<file path="src/rtl/floo_tcdm_mux_pkg.sv">
// Width helpers shared by the TCDM mux and its index FIFO.
// Index fields keep at least one bit so single-port builds still elaborate.
package floo_tcdm_mux_pkg;

    function automatic int unsigned idx_width(input int unsigned n);
        return (n > 1) ? $clog2(n) : 1;
    endfunction

    function automatic int unsigned cnt_width(input int unsigned n);
        return $clog2(n + 1);
    endfunction

endpackage

</file>
<file path="src/rtl/fifo_v3.sv">
// Generic register FIFO: 0-cycle read of head, optional fall-through when empty.
// Pushes into a full FIFO and pops from an empty one are ignored.
module fifo_v3 #(
    parameter bit          FALL_THROUGH = 1'b0,
    parameter int unsigned DATA_WIDTH   = 32,
    parameter int unsigned DEPTH        = 8,
    parameter type         dtype        = logic [DATA_WIDTH-1:0],
    parameter int unsigned ADDR_DEPTH   = (DEPTH > 1) ? $clog2(DEPTH) : 1,
    parameter int unsigned CNT_W        = $clog2(DEPTH + 1)
) (
    input  logic             clk_i,
    input  logic             rst_i,
    input  logic             flush_i,
    output logic             full_o,
    output logic             empty_o,
    output logic [CNT_W-1:0] usage_o,
    input  dtype             data_i,
    input  logic             push_i,
    output dtype             data_o,
    input  logic             pop_i
);

    typedef logic [ADDR_DEPTH-1:0] ptr_t;

    ptr_t             rd_ptr_q, rd_ptr_d;
    ptr_t             wr_ptr_q, wr_ptr_d;
    logic [CNT_W-1:0] cnt_q, cnt_d;
    dtype             mem_q [DEPTH];
    dtype             mem_d [DEPTH];
    logic             push_ok, pop_ok;

    function automatic ptr_t ptr_inc(input ptr_t p);
        if (p == ptr_t'(DEPTH - 1)) begin
            return '0;
        end
        return p + ptr_t'(1);
    endfunction

    assign full_o  = (cnt_q == CNT_W'(DEPTH));
    assign empty_o = (cnt_q == '0);
    assign usage_o = cnt_q;

    always_comb begin
        rd_ptr_d = rd_ptr_q;
        wr_ptr_d = wr_ptr_q;
        cnt_d    = cnt_q;
        mem_d    = mem_q;
        data_o   = mem_q[rd_ptr_q];
        if (FALL_THROUGH && empty_o && push_i) begin
            data_o = data_i;
        end

        push_ok = push_i && !full_o;
        pop_ok  = pop_i && (!empty_o || (FALL_THROUGH && push_i));

        if (push_ok) begin
            mem_d[wr_ptr_q] = data_i;
            wr_ptr_d        = ptr_inc(wr_ptr_q);
        end
        if (pop_ok) begin
            rd_ptr_d = ptr_inc(rd_ptr_q);
        end
        if (push_ok && !pop_ok) begin
            cnt_d = cnt_q + CNT_W'(1);
        end else if (pop_ok && !push_ok) begin
            cnt_d = cnt_q - CNT_W'(1);
        end

        if (flush_i) begin
            rd_ptr_d = '0;
            wr_ptr_d = '0;
            cnt_d    = '0;
        end
    end

    always_ff @(posedge clk_i or posedge rst_i) begin
        if (rst_i) begin
            rd_ptr_q <= '0;
            wr_ptr_q <= '0;
            cnt_q    <= '0;
        end else begin
            rd_ptr_q <= rd_ptr_d;
            wr_ptr_q <= wr_ptr_d;
            cnt_q    <= cnt_d;
        end
    end

    // Storage carries no reset; only the pointers define what is valid.
    always_ff @(posedge clk_i) begin
        mem_q <= mem_d;
    end

endmodule

</file>
<file path="src/rtl/floo_tcdm_mux.sv">
// Round-robin N:1 TCDM request mux; responses steered back in order via a port-index FIFO.
// 0-cycle request and response paths; requests blocked while MaxOutstanding are in flight.
module floo_tcdm_mux
    import floo_tcdm_mux_pkg::*;
#(
    parameter int unsigned NumPorts       = 4,
    parameter int unsigned MaxOutstanding = 8,
    parameter type         tcdm_req_t     = logic,
    parameter type         tcdm_rsp_t     = logic
) (
    input  logic                                  clk_i,
    input  logic                                  rst_i,
    input  tcdm_req_t                             in_req_i       [NumPorts],
    input  logic      [NumPorts-1:0]              in_req_valid_i,
    output logic      [NumPorts-1:0]              in_req_ready_o,
    output tcdm_rsp_t                             in_rsp_o       [NumPorts],
    output logic      [NumPorts-1:0]              in_rsp_valid_o,
    input  logic      [NumPorts-1:0]              in_rsp_ready_i,
    output tcdm_req_t                             out_req_o,
    output logic                                  out_req_valid_o,
    input  logic                                  out_req_ready_i,
    input  tcdm_rsp_t                             out_rsp_i,
    input  logic                                  out_rsp_valid_i,
    output logic                                  out_rsp_ready_o,
    output logic [cnt_width(MaxOutstanding)-1:0]  outstanding_o
);

    localparam int unsigned IdxW = idx_width(NumPorts);

    typedef logic [IdxW-1:0] idx_t;

    idx_t rr_ptr_q, rr_ptr_d;
    idx_t sel_idx, cand_idx, head_idx;
    logic any_vld, fifo_full, fifo_empty;
    logic req_hs, rsp_hs;

    function automatic idx_t wrap_inc(input idx_t i);
        if (i == idx_t'(NumPorts - 1)) begin
            return '0;
        end
        return i + idx_t'(1);
    endfunction

    // First valid port at or after rr_ptr, wrapping; only depends on valids, never on ready.
    always_comb begin
        sel_idx  = rr_ptr_q;
        cand_idx = rr_ptr_q;
        any_vld  = 1'b0;
        for (int unsigned k = 0; k < NumPorts; k++) begin
            if (!any_vld && in_req_valid_i[cand_idx]) begin
                sel_idx = cand_idx;
                any_vld = 1'b1;
            end
            cand_idx = wrap_inc(cand_idx);
        end
    end

    // Full is registered, so a pop in the same cycle cannot reopen the request path.
    assign out_req_valid_o = any_vld && !fifo_full && !rst_i;
    assign out_req_o       = in_req_i[sel_idx];
    assign req_hs          = out_req_valid_o && out_req_ready_i;

    always_comb begin
        in_req_ready_o          = '0;
        in_req_ready_o[sel_idx] = out_req_ready_i && out_req_valid_o;
    end

    assign rr_ptr_d = req_hs ? wrap_inc(sel_idx) : rr_ptr_q;

    always_comb begin
        in_rsp_valid_o = '0;
        if (!fifo_empty) begin
            in_rsp_valid_o[head_idx] = out_rsp_valid_i;
        end
        for (int unsigned p = 0; p < NumPorts; p++) begin
            in_rsp_o[p] = out_rsp_i;
        end
    end

    assign out_rsp_ready_o = !fifo_empty && in_rsp_ready_i[head_idx];
    assign rsp_hs          = out_rsp_valid_i && out_rsp_ready_o;

    fifo_v3 #(
        .FALL_THROUGH (1'b0),
        .DATA_WIDTH   (IdxW),
        .DEPTH        (MaxOutstanding),
        .dtype        (idx_t)
    ) i_idx_fifo (
        .clk_i   (clk_i),
        .rst_i   (rst_i),
        .flush_i (1'b0),
        .full_o  (fifo_full),
        .empty_o (fifo_empty),
        .usage_o (outstanding_o),
        .data_i  (sel_idx),
        .push_i  (req_hs),
        .data_o  (head_idx),
        .pop_i   (rsp_hs)
    );

    always_ff @(posedge clk_i or posedge rst_i) begin
        if (rst_i) begin
            rr_ptr_q <= '0;
        end else begin
            rr_ptr_q <= rr_ptr_d;
        end
    end

    // A response with nothing in flight means the chimney and this block disagree.
    rsp_without_req_a : assert property (@(posedge clk_i) disable iff (rst_i)
        out_rsp_valid_i |-> !fifo_empty);

endmodule
</file>
<file path="config.mk">
export PLATFORM = sky130hd
export DESIGN_NAME = floo_tcdm_mux
export DESIGN_NICKNAME = d
export VERILOG_FILES = /design/src/rtl/floo_tcdm_mux_pkg.sv /design/src/rtl/fifo_v3.sv /design/src/rtl/floo_tcdm_mux.sv
export SDC_FILE = /design/constraint.sdc
export NUM_CORES = 1
export LEC_CHECK = 0
export BUFFER_PORTS_ARGS = -buffer_cell sky130_fd_sc_hd__buf_2
export CAP_MARGIN = 20
export CORE_UTILIZATION = 35
export CTS_BUF_LIST = sky130_fd_sc_hd__clkbuf_16
export CTS_CLUSTER_SIZE = 30
export DETAILED_ROUTE_END_ITERATION = 12
export HOLD_SLACK_MARGIN = 0.1
export PLACE_DENSITY_LB_ADDON = 0.12
export SLEW_MARGIN = 25
export SYNTH_ARGS = -nofsm -noshare
export SYNTH_HDL_FRONTEND = slang
export SYNTH_SLANG_ARGS = --single-unit
</file>
<file path="constraint.sdc">
create_clock -name clk_i -period 3.7 [get_ports clk_i]
set_input_delay 0.37 -clock clk_i [delete_from_list [all_inputs] [get_ports clk_i]]
set_output_delay 0.37 -clock clk_i [all_outputs]
set_load 0.02 [all_outputs]
</file>
==> results of run 1 <==
## through the flow
stage          setup WS, ns  hold WS, ns  std cells  area [um2]
2_1_floorplan        0.1931       0.2347        158        1852
3_3_place_gp         0.3042       0.4713        254        2062
3_5_place_dp         0.2311       0.4685        254        2062
4_1_cts             0.01595       0.1866        258        2167
5_1_grt             0.03617       0.2144        260        2193
6_report             0.2340       0.1658        260        2193
## cell usage in the layout, fill, tap and decap left out, drive strengths merged, types with 3 or more instances in the layout
master / count
a21o: 4
a21oi: 5
and3: 4
buf: 36
clkbuf: 3
dfrtp: 12
edfxtp: 16
ha: 12
inv: 9
mux2: 6
mux2i: 8
mux4: 7
nand2: 16
nor2: 9
nor3: 8
o21ai: 8
xnor2: 3
## power groups by stage
stage	clock (uW)	combinational, uW	sequential (uW)
global route	339	1480	645
detailed placement	0	1300	632
floorplan	0	980	614
finish	320	1320	624
CTS	325	1300	625
global placement	0	1290	626
## worst max-delay path, delay by kind of cell, from the launching register on
family | cells | cell delay, ns
flip-flops | 1 | 0.43
multiplexers | 1 | 0.58
AND/OR/NAND/NOR | 2 | 0.30
AO/OA/AOI/OAI | 2 | 0.58
buffers and inverters | 2 | 0.28
adder cells (fa/ha/maj) | 2 | 0.64
## area by class of cell
type	instances	area (um2)
Fill cell	493	2914
Multi-Input combinational cell	113	988.4
Timing Repair Buffer	36	195.2
Sequential cell	28	780.7
Clock buffer	3	75.07
Tap cell	70	87.58
Clock inverter	1	30.03
Inverter	9	36.28
## metal layers
metal	up-vias	routed length (um)	global-route usage (%)
met5	-	0	0
met4	0	61	6.080
met3	7	130	1.606
met2	35	1627	24.42
met1	633	1820	18.75
li1	649	-	-
## sequential cells by signal, indices dropped and copies added (netlist names)
register	flops
i_idx_fifo.mem_q	16
i_idx_fifo.usage_o	4
i_idx_fifo.rd_ptr_q	3
i_idx_fifo.wr_ptr_q	3
rr_ptr_q	2
## worst min path at each step
| stage | start | depth (start not counted) | slack (ns) | endpoint |
|---|---|---|---|---|
| after CTS | rst_i | 2 | 0.19 | i_idx_fifo.wr_ptr_q[2] |
| after detailed placement | rst_i | 2 | 0.47 | rr_ptr_q[1] |
| final | rst_i | 2 | 0.17 | i_idx_fifo.wr_ptr_q[1] |
| after global placement | rst_i | 2 | 0.47 | rr_ptr_q[1] |
| after floorplan | rst_i | 1 | 0.23 | i_idx_fifo.rd_ptr_q[0] |
| after global routing | rst_i | 2 | 0.21 | rr_ptr_q[0] |
## kinds of logic (layout without fill, tap and decap cells)
group | after synthesis | after routing | share of synthesized area, %
AND/OR/NAND/NOR | 50 | 50 | 14.66
flip-flops | 28 | 28 | 42.16
AO/OA/AOI/OAI | 25 | 25 | 9.932
multiplexers | 21 | 21 | 17.09
buffers and inverters | 17 | 49 | 5.068
adder cells (fa/ha/maj) | 13 | 13 | 9.189
XOR/XNOR | 4 | 4 | 1.892
## what timing repair did
item                                    CTS  global route
resized for setup                         0             3
endpoints found under the hold margin     0             0
setup buffers                             0             2
endpoints found under the setup margin    0             4
hold buffers                              0             0
==> results_dict.tcl, run 1 <==
set metrics [dict create \
    dp_hpwl_mm 2.828 \
    grt_setup_unrepaired "no" \
    startpoint "rr_ptr_q[1]" \
    p_leak_uw 0.0009592 \
    ys_top_cells_by_area "edfxtp_1 26%, dfrtp_1 16%, ha_1 8.1%" \
    avgRoutedWirePerCell_um 14.00 \
    rr_startpoint "rr_ptr_q[1]" \
    gp_routability_congestion 0.8814 \
    reg2reg_to "i_idx_fifo.usage_o[3]" \
    clk_latency_ns 0.26 \
    netlist_area_um2 1852 \
    critPathMaxStageDelay_ns 0.58 \
    crit_arrival_ns 3.10 \
    grt_first_pass_wirelength_mm 6.085 \
    fin_nets 221 \
    power_frac_comb_pct 58.4 \
    post-route-period-util_pct 93.68 \
    switchingPower_uw 976.8 \
    cts-root-buf "clkbuf_16" \
    reg2regPathDepth 14 \
    antenna_cells 0 \
    die_h_um 74.74 \
    synth-seq-cells 28 \
    synthArstFlopShare_pct 42.86 \
    grt_start_max_net_pins 17 \
    final_core_util_pct 42.94 \
    grt_pass1_vias 1353 \
    min_path_type "in2async" \
    num_rows 26 \
    syn-instance-count 158 \
    fin_skew_ns 0.004121 \
    crit_path_end "in_req_ready_o[3]" \
    slew_headroom_pct 56.62 \
    vias_per_cell 5.092 \
    synth.distinct_cells 45 \
    status "complete, no violations" \
    firstDrtPassIters 4 \
    die_x_um 74.74 \
    max-vdd-ir-drop_uv 428.8 \
    cts_tree "done" \
    totalWireLength_mm 3.640 \
    port_buffers 30 \
    hold_violations 0 \
    slew_violations 0 \
    seq_area_frac_synth_pct 42.16 \
    synth_top_cells_by_count "16 x edfxtp_1, 13 x nand2_1, 12 x dfrtp_1, 12 x ha_1, 9 x nor2_1" \
    yosysMostFrequentCell "edfxtp_1" \
    start_util_pct 36.26 \
    finalCriticalPeriod_ns 3.466 \
    finalSetupViolations 0 \
    synth_flop_cell "edfxtp_1" \
    synth_top_cell_area_share_pct 25.95 \
    fp.dieArea_um2 5585 \
    clk_path_buf_depth 2 \
    core-area_um2 5107 \
    yosys.area.top_type "edfxtp_1" \
    internal-power_uw 1291 \
    synthToLayoutAreaGrowth_pct 18.45 \
    yosysWarnings 0 \
    path_class "reg2out" \
    p_clk_share_pct 14.1 \
    seqPwrFrac_pct 27.5 \
    critPathMaxFanout 8 \
    critPathCaptureType "primary output" \
    grt.overflow.total 0 \
    cp-start-kind "flop" \
    total_power_uw 2268 \
    track_usage_pct 14.42 \
    synth_fp_nets 188 \
    ff2ff_setup_slack_ns 0.31 \
    ant_nets 0 \
    crit_slowest_cell "mux4_2" \
    swShare_pct 43.07 \
    required_ns 3.33 \
    cts_inserted_buffers 3 \
    grt_antenna_before_repair 0 \
    vias 1324 \
    p_per_area_nw_per_um2 1034 \
    drv_cap 0 \
    path_cells "ha_2, mux4_2, a31oi_2, nand2_1, a21oi_2, inv_1, ha_1, and3_1, buf_2" \
    drt_drc_violations_left 0 \
    cts.clk_slew.worst_paths_ns 0.07 \
    cts_sinks 28 \
    final.setup.tns_ns 0 \
    drt-initial-drc-count 70 \
    htreeDepth 1 \
    synth-edff-count 16 \
    synth.avg_cell_area_um2 11.72 \
    drive_gt1_share_pct 33.16 \
    fmax_mhz 288.5 \
    io_pins 36 \
    tightest_slew_ns 0.6416 \
]
Note: power is estimated with default switching activity, not from simulation.
==> run 2: changes to the inputs <==
--- a/config.mk
+++ b/config.mk
@@ -7,7 +7,8 @@
 export LEC_CHECK = 0
 export BUFFER_PORTS_ARGS = -buffer_cell sky130_fd_sc_hd__buf_2
 export CAP_MARGIN = 20
-export CORE_UTILIZATION = 35
+export CORE_MARGIN = 1
+export CORE_UTILIZATION = 36
 export CTS_BUF_LIST = sky130_fd_sc_hd__clkbuf_16
 export CTS_CLUSTER_SIZE = 30
 export DETAILED_ROUTE_END_ITERATION = 12
==> constraint.sdc (replaced) <==
create_clock -name clk_i -period 3.7 [get_ports clk_i]
set_input_delay 0.185 -clock clk_i [delete_from_list [all_inputs] [get_ports clk_i]]
set_output_delay 0.185 -clock clk_i [all_outputs]
set_load 0.02 [all_outputs]
==> run 2 against run 1 <==
Against the previous run:
- register-to-register slack got worse by 0.10 ns
- hold slack improved by 0.14 ns
- global-route usage increased by 1.4 points
- count of clock-buffer cells in the layout unchanged
- critical path type is now reg2reg
- critical endpoint is now i_idx_fifo.usage_o[3]
- largest cell class unchanged
- largest power group unchanged
==> results_dict.tcl, run 2 (synthesis gave the netlist of run 1 again) <==
set metrics [dict create \
    cts_sinks 28 \
    design_area_um2 2172 \
    tightest_slew_ns 0.6221 \
    cts_tree "done" \
    drive_gt1_share_pct 31.91 \
    port_buffers 30 \
    mostFrequentLayoutCell "buf_2" \
    grt_antenna_before_repair 0 \
    gp_routability_congestion 0.8177 \
    dpl.cell_count 249 \
    hold_violations 0 \
    critPathCaptureType "flop" \
    cts.clk_slew.worst_paths_ns 0.07 \
    finalNonFillerCells 255 \
    final.setup.tns_ns 0 \
    fin_nets 219 \
    dp_hpwl_mm 2.910 \
    finalCriticalPeriod_ns 3.492 \
    largest_reg_flops 16 \
    drv_cap 0 \
    hp-start "out_req_ready_i" \
    finalSetupViolations 0 \
    avgRoutedWirePerCell_um 14.85 \
    reg2regPathDepth 14 \
    slew_violations 0 \
    fin_skew_ns 0.005147 \
    p_leak_uw 0.0009461 \
    cts-root-buf "clkbuf_16" \
    post-route-period-util_pct 94.38 \
    synthToLayoutAreaGrowth_pct 17.30 \
    antenna_cells 0 \
    clk_path_buf_depth 2 \
    slew_headroom_pct 57.94 \
    min_path_type "in2reg" \
    clk_latency_ns 0.26 \
    path_class "reg2reg" \
    die_h_um 73.72 \
    min_delay_path_depth 4 \
    critPathMaxFanout 9 \
    grt.overflow.total 0 \
    start_util_pct 38.19 \
    drt_drc_violations_left 0 \
    htreeDepth 1 \
    vias 1339 \
    reg2reg_to "i_idx_fifo.usage_o[3]" \
    grt_start_max_net_pins 17 \
    ant_nets 0 \
    vias_per_cell 5.251 \
    status "complete, no violations" \
    track_usage_pct 15.85 \
    num_rows 25 \
    cts_inserted_buffers 3 \
    totalWireLength_mm 3.787 \
    final_core_util_pct 44.80 \
    final_cell_mix "30 x buf_2, 16 x edfxtp_1, 13 x nand2_1" \
    firstDrtPassIters 4 \
    fmax_mhz 286.4 \
    core-area_um2 4848 \
    required_ns 3.84 \
    crit_arrival_ns 3.64 \
    grt_setup_unrepaired "no" \
    cp-start-kind "flop" \
    io_pins 36 \
    rr_startpoint "rr_ptr_q[1]" \
    p_per_area_nw_per_um2 1044 \
    grt_pass1_vias 1382 \
    grt_first_pass_wirelength_mm 6.513 \
    postPlaceCellArea_um2 2043 \
    min_to "i_idx_fifo.wr_ptr_q[1]" \
    top_register "i_idx_fifo.mem_q" \
    ff2ff_setup_slack_ns 0.21 \
    fp.dieArea_um2 5435 \
    max-vdd-ir-drop_uv 567.0 \
    die_x_um 73.72 \
    drt-initial-drc-count 75 \
    hold-worst-slack_ns 0.3078 \
]
[run 2: cell count changes in the layout (fill, tap and decap cells not counted)]
cell | previous run | this run
a211oi_2 | 1 | 0
dlygate4sd3_1 | 0 | 1
buf_4 | 6 | 3
a211oi_1 | 1 | 2
inv_1 | 8 | 7
inv_2 | 0 | 1
[run 2: per-stage QoR]
stage               power [uW]  worst slack [ns]
finish                    2268            0.2080
global route              2455          0.004564
CTS                       2269            0.1055
detailed placement        1932            0.1268
global placement          1900            0.2541
floorplan                 1594            0.1931
[run 2: final cells by class]
class / count / area (um2)
inverters: 9 / 36.28
multi-input cells: 113 / 983.4
clock inverters: 1 / 30.03
flip-flops and latches: 28 / 780.7
well taps: 67 / 83.83
fillers: 463 / 2676
repair buffers: 34 / 182.7
clock buffers: 3 / 75.07
[run 2: metal layers]
metal	GRT usage [%]	share of wire, %	vias to the layer above	routed length (um)
li1	-	-	647	-
met1	20.59	47	644	1793
met2	26.40	47	46	1769
met3	3.978	5.3	2	201
met4	3.846	0.61	0	23
met5	0	0	-	0
[run 2: power by group]
group	switching, uW	internal [uW]	leakage [uW]	total [uW]
combinational	762	562	0.000605	1320
sequential	132	491	0.000290	623
clock	105	215	0.0000511	321
[run 2: critical path, cell delays in order (launching register included)]
cell and delay (ns):
dfrtp_1 0.43, ha_2 0.43, mux4_2 0.58, a31oi_2 0.30
a221oi_4 0.14, nand2_4 0.16, inv_4 0.08, ha_1 0.21
inv_1 0.12, ha_1 0.24, a21o_1 0.18, a21oi_1 0.17
xnor2_1 0.13, nor2_1 0.06, xor2_1 0.14
[run 2: worst max path at each step]
stage,start,end,slack [ns],cells after the start
global placement,rr_ptr_q[1],i_idx_fifo.usage_o[3],0.25,15
global route,rr_ptr_q[1],i_idx_fifo.usage_o[3],0.005,14
floorplan,rr_ptr_q[0],i_idx_fifo.usage_o[3],0.19,16
CTS,rr_ptr_q[1],in_req_ready_o[3],0.11,10
detailed placement,rr_ptr_q[1],i_idx_fifo.usage_o[3],0.13,15
finish,rr_ptr_q[1],i_idx_fifo.usage_o[3],0.21,14
[run 2: what timing repair did]
action                                  in CTS  in global routing
hold endpoints to repair                    12                  0
pin swaps                                    0                  1
resized for setup                            1                  2
buffers inserted                             0                  1
hold buffers                                 1                  0
endpoints found under the setup margin       2                  3
